$ cat src/rtl/fetch_unit.sv
// Instruction fetch: PC, credit-limited imem requests, in-order response buffer, redirect flush/drain.
// Latency: instr_valid the cycle after a response; requests stall when in-flight + buffered reach IBUF_DEPTH.
module fetch_unit #(
    parameter logic [31:0] RESET_PC   = 32'h0000_0000,
    parameter int          IBUF_DEPTH = 2
) (
    input  logic        clk,
    input  logic        reset,
    output logic        imem_req_valid,
    input  logic        imem_req_ready,
    output logic [31:0] imem_addr,
    input  logic        imem_rsp_valid,
    input  logic [31:0] imem_rsp_data,
    output logic        instr_valid,
    input  logic        instr_ready,
    output logic [31:0] Instr,
    output logic [31:0] instr_pc,
    input  logic        redirect,
    input  logic [31:0] redirect_target
);
    localparam int PW = $clog2(IBUF_DEPTH);
    localparam int CW = PW + 1;
    localparam logic [CW-1:0] DEPTH_C = CW'(IBUF_DEPTH);
    localparam logic [31:0]   PC0     = RESET_PC & ~32'h3;

    typedef enum logic {FETCH, DRAIN} state_t;

    state_t        state;
    logic [31:0]   pc;
    logic [31:0]   rsp_pc;
    logic [CW-1:0] outstanding;
    logic [CW-1:0] count;
    logic [CW-1:0] drop_cnt;
    logic [PW-1:0] rd_ptr;
    logic [PW-1:0] wr_ptr;
    logic [31:0]   buf_instr [IBUF_DEPTH];
    logic [31:0]   buf_pc    [IBUF_DEPTH];

    logic          req_fire;
    logic          rsp_live;
    logic          pop;
    logic [CW:0]   credit_used;
    logic [CW-1:0] redirect_inflight;
    logic [31:0]   target_aligned;

    // Credits cover both in-flight requests and buffered instructions, so the buffer never overflows.
    assign credit_used    = {1'b0, outstanding} + {1'b0, count};
    assign imem_req_valid = ~reset & (state == FETCH) & (credit_used < {1'b0, DEPTH_C});
    assign imem_addr      = pc;

    assign req_fire = imem_req_valid & imem_req_ready;
    assign rsp_live = imem_rsp_valid & (outstanding != '0);
    assign pop      = instr_valid & instr_ready;

    assign instr_valid = (count != '0);
    assign Instr       = buf_instr[rd_ptr];
    assign instr_pc    = buf_pc[rd_ptr];

    assign target_aligned    = redirect_target & ~32'h3;
    assign redirect_inflight = outstanding + CW'(req_fire) - CW'(rsp_live);

    always_ff @(posedge clk or posedge reset) begin
        if (reset) begin
            state       <= FETCH;
            pc          <= PC0;
            rsp_pc      <= PC0;
            outstanding <= '0;
            count       <= '0;
            drop_cnt    <= '0;
            rd_ptr      <= '0;
            wr_ptr      <= '0;
            for (int i = 0; i < IBUF_DEPTH; i++) begin
                buf_instr[i] <= '0;
                buf_pc[i]    <= '0;
            end
        end else if (redirect) begin
            // Everything still in flight, including a request accepted this cycle, must be drained.
            pc          <= target_aligned;
            rsp_pc      <= target_aligned;
            count       <= '0;
            rd_ptr      <= '0;
            wr_ptr      <= '0;
            outstanding <= redirect_inflight;
            drop_cnt    <= redirect_inflight;
            state       <= (redirect_inflight != '0) ? DRAIN : FETCH;
        end else begin
            if (req_fire) begin
                pc <= pc + 32'd4;
            end
            if (state == FETCH) begin
                if (rsp_live) begin
                    buf_instr[wr_ptr] <= imem_rsp_data;
                    buf_pc[wr_ptr]    <= rsp_pc;
                    wr_ptr            <= wr_ptr + PW'(1);
                    rsp_pc            <= rsp_pc + 32'd4;
                end
                if (pop) begin
                    rd_ptr <= rd_ptr + PW'(1);
                end
                count       <= count + CW'(rsp_live) - CW'(pop);
                outstanding <= outstanding + CW'(req_fire) - CW'(rsp_live);
            end else if (rsp_live) begin
                drop_cnt    <= drop_cnt - CW'(1);
                outstanding <= outstanding - CW'(1);
                if (drop_cnt == CW'(1)) begin
                    state <= FETCH;
                end
            end
        end
    end

endmodule

$ cat config.mk
export PLATFORM = sky130hd
export DESIGN_NAME = fetch_unit
export DESIGN_NICKNAME = d
export VERILOG_FILES = /design/src/rtl/fetch_unit.sv
export SDC_FILE = /design/constraint.sdc
export NUM_CORES = 1
export LEC_CHECK = 0
export ABC_AREA = 0
export BUFFER_PORTS_ARGS = -buffer_cell sky130_fd_sc_hd__buf_4
export CORE_ASPECT_RATIO = 1.2
export CORE_MARGIN = 5
export CORE_UTILIZATION = 40
export CTS_CLUSTER_DIAMETER = 50
export DETAILED_ROUTE_END_ITERATION = 16
export PLACE_DENSITY = 0.67
export SLEW_MARGIN = 5
export SYNTH_ARGS = -nofsm -noshare
export SYNTH_HDL_FRONTEND = slang
export SYNTH_SLANG_ARGS = --single-unit
$ cat constraint.sdc
create_clock -name clk -period 6.75 [get_ports clk]
set_clock_uncertainty 0.2 [all_clocks]
set_input_delay 0.675 -clock clk [delete_from_list [all_inputs] [get_ports clk]]
set_output_delay 0.675 -clock clk [all_outputs]
set_load 0.01 [all_outputs]
==> reports/metrics.csv, run 1 <==
stage;metric;value;unit
place;dp_hpwl;15290;um
final_layout;final_util;49.68;%
run;cap_violations;0;
place;port-buffer-count;161;
critical_path;start_kind;flip-flop;
logic_synthesis;synth_edf_count;0;
floorplan;die_area;26950;um2
routing;dr.pass1.iters;5;
critical_path;worstSetupPathType;reg -> reg;
routing;wl_per_cell;17.85;um
routing;drtIter0Drc;314;
final_layout;syn2layout_area_growth;21.70;%
timing;setup_violations;0;
timing;setup-tns-final;0;ns
cts;postCtsSetupBuffers;0;
cts;clk-insertion-delay-late;0.43;ns
place;gp_congestion;0.8558;
timing;rsz0062_at_grt;no;
cts;cts_resized;0;
routing;drtAntennaViolNets;0;
floorplan;pin_count;168;
cts;cts_max_level;4;
cts;clock_path_buffers;2;
logic_synthesis;syn_inst;808;
floorplan;coreArea;23280;um2
cts;clock-sinks;193;
routing;remaining_drc_errors;0;
place;place_area;10950;um2
critical_path;critPathMaxFanout;8;
power;peakVddDrop;197.4;uV
global_route;antenna_found_initial;0;
cts;cts_buffers;17;
routing;vias;6967;
routing;route.met2.wl;10610;um
cts;cts-root-buf;clkbuf_16;
logic_synthesis;ys_warn_count;0;
final_layout;layout-drive-gt1-share;42.14;%
timing;finalHoldViolCount;0;
logic_synthesis;asyncSetResetFlopFracSynth;100.0;%
routing;drt-total-wl;22650;um
final_layout;final_common_cell;mux2_2;
global_route;grt_pass1_wl;37120;um
final_layout;antenna_cells;0;
timing;slew_viol_final;0;
timing;worst_slew_pin_slew;1.040;ns
floorplan;die_y;178.8;um
floorplan;initial_core_util;40.82;%
routing;avgViaCountPerCell;5.490;
critical_path;crit_arrival;3.63;ns
global_route;grt_pass1_vias;6996;
worst_hold_path;hold_path.class;in -> async;
global_route;overflow;0;
critical_path;r2r_cells;12;
logic_synthesis;ys_ff_latch;193;
power;p_per_area;369.4;nW/um2
critical_path;cp-end-kind;flip-flop;
floorplan;die_width;150.7;um
timing;period_share;51.55;%
global_route;grt_max_degree;131;
logic_synthesis;synth_ff_type;dfrtp_1;
floorplan;num_rows;61;
logic_synthesis;syn_avg_cell_area;11.76;um2
power;leakage;5.061;nW
timing;max_freq;287.4;MHz
routing;met3_length;1361;um
cts;cts_tree;built;
final_layout;nNetsFinal;1020;
timing;period_minus_slack;3.480;ns
routing;wl_met1;10250;um
timing;relSlewSlack;30.66;%
logic_synthesis;ys_seq_area_share;50.82;%
global_route;grtUsageTotal;17.21;%
logic_synthesis;synth_cell_type_count;48;
cts;postCtsHoldBufs;0;
final_layout;finalInstanceArea;11560;um2
cts;clk_pin_slew;0.07;ns
routing;top_layer;met4;
critical_path;crit_required;6.90;ns
final_layout;final_cell_mix;mux2_2, dfrtp_1, buf_4;
logic_synthesis;syn-cell-area;9503;um2
run_status;status;completed;
## stage by stage
step | hold slack, ns | std cells | worst slack, ns | power (mW)
floorplan | 0.2444 | 811 | 0.6195 | 2.659
global route | 0.2657 | 1269 | 3.051 | 4.558
detailed placement | 0.2686 | 1237 | 3.100 | 3.262
global placement | 0.2562 | 1237 | 3.090 | 3.216
finish | 0.2353 | 1269 | 3.270 | 4.273
CTS | 0.2653 | 1269 | 3.293 | 4.337
## Yosys cell counts (8+ instances only)
cell      count  area [um2]
a21oi_1      11       55.05
a31oi_1      27       168.9
and4_1        9       78.83
clkbuf_1     39       146.4
dfrtp_1     193        4830
ha_1          8       100.1
inv_1        20       75.07
mux2_2      194        2185
nand2_1      37       138.9
nand3_1      18       90.09
nand4_1      22       137.6
nor2_1       39       146.4
nor3_1       10       50.05
nor4_1       11       68.82
o21ai_0      21       105.1
o31ai_1      18       135.1
or3_1        10       62.56
or4_1        24       180.2
xnor2_1      16       140.1
## worst max-delay path, stage by stage (launching register included)
cell and delay (ns):
dfrtp_1 0.43, and2_1 0.18, fa_1 0.43, or4_1 0.61, clkinv_1 0.21, nand2_1 0.21
ha_1 0.34, inv_1 0.04, ha_1 0.17, xnor2_1 0.13, xnor2_1 0.25, nor2_1 0.07
a21oi_1 0.14
## cells by family after synthesis
logic type / count (synthesis) / share of synthesized area, %
compound gates: 98 / 6.781
xor+xnor: 23 / 2.120
fa+ha+maj: 9 / 1.264
buf+inv: 77 / 3.357
flops: 193 / 50.82
mux: 198 / 23.41
other cells: 1 / 0.03946
simple gates: 209 / 12.21
## flip-flops by register name, indices dropped and copies added, names as in the netlist
register	cells
outstanding	2
buf_pc	60
wr_ptr	1
count	2
drop_cnt	2
buf_instr	64
state	1
rsp_pc	30
rd_ptr	1
imem_addr	30
## area by class of cell
class                      count  area [um2]
fill                        2122       11710
sequential                   193        4831
multi-input combinational    541        4384
timing repair buffer         167        1254
clock buffer                  19       442.9
tap                          315       394.1
clock inverter                13       172.7
inverter                      21       86.33
## final timing paths
| kind | slack [ns] | from | endpoint |
|---|---|---|---|
| max in group asynchronous | 4.70 | reset | buf_instr[46] |
| setup reg to reg | 3.27 | outstanding[0] | state |
| hold reg to reg | 0.29 | buf_pc[26] | buf_pc[26] |
| setup / recovery | 3.27 | outstanding[0] | state |
| hold / removal | 0.24 | reset | count[0] |
| min in group clk | 0.29 | buf_pc[26] | buf_pc[26] |
## power breakdown
group / switching (mW) / leakage [nW] / total, mW / internal, mW
sequential: 0.243 / 2.37 / 1.80 / 1.55
clock: 0.455 / 0.293 / 1.06 / 0.601
combinational: 0.588 / 2.40 / 1.42 / 0.831
total: 1.29 / 5.06 / 4.27 / 2.99
## routing by layer
metal / track usage [%] / vias to the layer above
met5: 0 / -
met4: 5.556 / 0
met3: 3.413 / 27
met2: 27.40 / 211
met1: 23.71 / 3493
li1: - / 3236
No activity file was read; power rests on OpenSTA's default activity.
==> run 2: changes to the inputs <==
ABC_AREA = 1   (was 0)
PLACE_DENSITY = 0.69   (was 0.67)
clock period = 3 ns   (was 6.75 ns; I/O delays follow)
==> run 2 against run 1 <==
Against the previous run:
- cell count up 51%
- maximum frequency grew 28%
- critical endpoint is now drop_cnt[1]
- die area is 7.2% higher
- synthesized cell count is 71% higher
- register-to-register slack lost 3.0 ns
- largest cell class unchanged
==> reports/metrics.csv, run 2 <==
stage;metric;value;unit
run_status;status;completed;
logic_synthesis;synthTopCellsByCount;nand2_1, dfrtp_1, o21ai_0, inv_1, nor2_1;
final_layout;final_cell_mix;nand2_1, dfrtp_1, buf_4;
logic_synthesis;synth_fa_ha_area_share;1.173;%
final_layout;multi_input_area;4567;um2
timing;setup_violations;0;
final_layout;final_common_cell;nand2_1;
critical_path;critPathMaxFanout;4;
place;dp_hpwl;18790;um
cts;clock-sinks;193;
place;place_ws;0.2825;ns
global_route;antenna_found_initial;0;
timing;relSlewSlack;35.42;%
routing;remaining_drc_errors;0;
routing;drtAntennaViolNets;0;
floorplan;initial_core_util;40.32;%
cts;cts-root-buf;clkbuf_16;
cts;cts_tree;built;
floorplan;num_rows;64;
cts;clock_path_buffers;2;
timing;rsz0062_at_grt;no;
timing;layout_setup_ws;0.2784;ns
final_layout;layout-drive-gt1-share;16.17;%
logic_synthesis;synthTopCellsByArea;dfrtp_1, nand2_1, o21ai_0, inv_1, nand3_1;
logic_synthesis;yosysTopAreaCellShare;47.18;%
critical_path;critical-path-max-stage-delay;0.44;ns
timing;finalHoldViolCount;0;
timing;slew_viol_final;0;
final_layout;seq_area;4831;um2
timing;setup-tns-final;0;ns
final_layout;antenna_cells;0;
logic_synthesis;synth_cell_type_count;43;
critical_path;cp_cell_sequence;nand2_1, inv_1, fa_1, nor2_1, nand3_1, inv_2, nand2_2, ha_4, inv_2, ha_4, xnor2_2, xor2_1, nand2_1, a22oi_1;
critical_path;crit_required;3.14;ns
floorplan;pin_count;168;
critical_path;start_kind;flip-flop;
global_route;overflow;0;
final_layout;final_util;50.86;%
floorplan;coreArea;25380;um2
cts;clk_pin_slew;0.07;ns
cts;clk-insertion-delay-late;0.43;ns
final_layout;nNetsFinal;1655;
worst_hold_path;min_delay_path_depth;5;
place;place_area;11680;um2
final_layout;largest_reg_flops;64;
power;peakVddDrop;438.0;uV
critical_path;slowest_stage;dfrtp_1;
place;port-buffer-count;161;
worst_hold_path;hold_path.class;in -> reg;
floorplan;die_y;185.2;um
logic_synthesis;ys_ff_latch;193;
logic_synthesis;synth_top_family_by_area;simple AND/OR/NAND/NOR gates;
floorplan;die_area;28900;um2
global_route;grtUsageTotal;18.83;%
power;p_per_area;833.8;nW/um2
power;leakage;6.573;nW
logic_synthesis;synth_ff_type;dfrtp_1;
logic_synthesis;syn-cell-area;10240;um2
logic_synthesis;ys_seq_area_share;47.18;%
logic_synthesis;syn_inst;1383;
routing;avgViaCountPerCell;4.867;
run;cap_violations;0;
global_route;grt_pass1_vias;8899;
timing;max_freq;367.4;MHz
global_route;grt_pass1_wl;44490;um
logic_synthesis;synth_compound_area_share;11.56;%
routing;dr.pass1.iters;5;
final_layout;finalInstanceArea;12910;um2
routing;drt-total-wl;26940;um
routing;wl_per_cell;14.04;um
final_layout;top_register;buf_instr;
critical_path;r2r_cells;14;
critical_path;worstSetupPathType;reg -> reg;
place;gp_congestion;0.9074;
timing;period_minus_slack;2.722;ns
timing;worst_slew_pin_slew;0.9687;ns
timing;period_share;90.72;%
final_layout;largestRegisters;buf_instr x64, buf_pc x60;
cts;cts_max_level;4;
logic_synthesis;ys_warn_count;0;
logic_synthesis;syn_avg_cell_area;7.401;um2
final_layout;nFillCells;2464;
logic_synthesis;muxShareOfSynthArea;0;%
critical_path;crit_arrival;2.86;ns
logic_synthesis;synth_edf_count;0;
logic_synthesis;asyncSetResetFlopFracSynth;100.0;%
final_layout;syn2layout_area_growth;26.13;%
routing;drtIter0Drc;757;
cts;cts_buffers;17;
logic_synthesis;synth_top_cell_by_area;dfrtp_1;
logic_synthesis;synth_xor_area_share;0.9412;%
cts;postCtsSetupBuffers;0;
critical_path;cp-end-kind;flip-flop;
routing;vias;9340;
global_route;grt_max_degree;166;
logic_synthesis;synth-simple-area-share;30.30;%
floorplan;die_width;156.0;um
logic_synthesis;yosysMostFrequentCell;nand2_1;
[run 2: critical path, delay by kind of cell, from the launching register on]
family / cells / cell delay (ns)
xor gates and xnor gates: 2 / 0.32
adders and majority gates: 3 / 0.86
DFF: 1 / 0.44
buffers and inverters: 3 / 0.17
and+or+nand+nor: 5 / 0.49
AOI/OAI and AO/OA: 1 / 0.16
[run 2: timing repair]
item                       4_1_cts  5_1_grt
gates resized for setup          0        0
hold endpoints to repair       130        0
setup endpoints to repair        0        0
hold buffers                    60        0
[run 2: final cells by class]
cell class / instances / share of cell area, %
clock buffer: 17 / 3.295
clock inverter: 15 / 1.618
inverter: 136 / 4.002
multi-input combinational: 995 / 35.37
sequential: 193 / 37.42
tap: 330 / 3.198
timing repair buffer: 233 / 15.10
[run 2: path summary, 6_finish.rpt]
kind,startpoint,to,slack [ns]
min in group asynchronous,reset,buf_instr[27],0.37
max reg2reg,outstanding[0],drop_cnt[1],0.28
min,redirect_target[28],imem_addr[28],0.02
max in group asynchronous,reset,rsp_pc[29],0.94
max,outstanding[0],drop_cnt[1],0.28
min reg2reg,buf_pc[40],buf_pc[40],0.29
[run 2: cells by family (layout without fill, tap and decap cells)]
logic type	Yosys count	count (layout)
AO/OA/AOI/OAI	221	221
XOR/XNOR	11	11
adder cells (fa/ha/maj)	9	9
buffers and inverters	198	401
flip-flops	193	193
other	1	4
AND/OR/NAND/NOR	750	750
[run 2: power by group]
group	leakage, nW	internal, mW	switching, mW
sequential	2.42	3.57	0.743
clock	0.316	1.36	1.09
combinational	3.83	1.70	2.30
total	6.57	6.64	4.13
[run 2: per-stage QoR]
step,hold slack [ns],power (mW),std cells
after floorplan,0.2330,6.729,1386
after global placement,0.2645,8.184,1827
after detailed placement,0.2725,8.323,1827
after CTS,0.004900,10.87,1919
after global routing,0.03226,11.63,1919
final,0.02364,10.76,1919
[run 2: layer usage]
layer	wire (um)	part of all wire [%]	vias to the layer above	global-route usage, %
met5	0	0	-	0
met4	405	1.5	0	5.079
met3	1394	5.2	26	2.968
met2	12940	48	272	31.11
met1	12200	45	4295	25.86
li1	-	-	4747	-
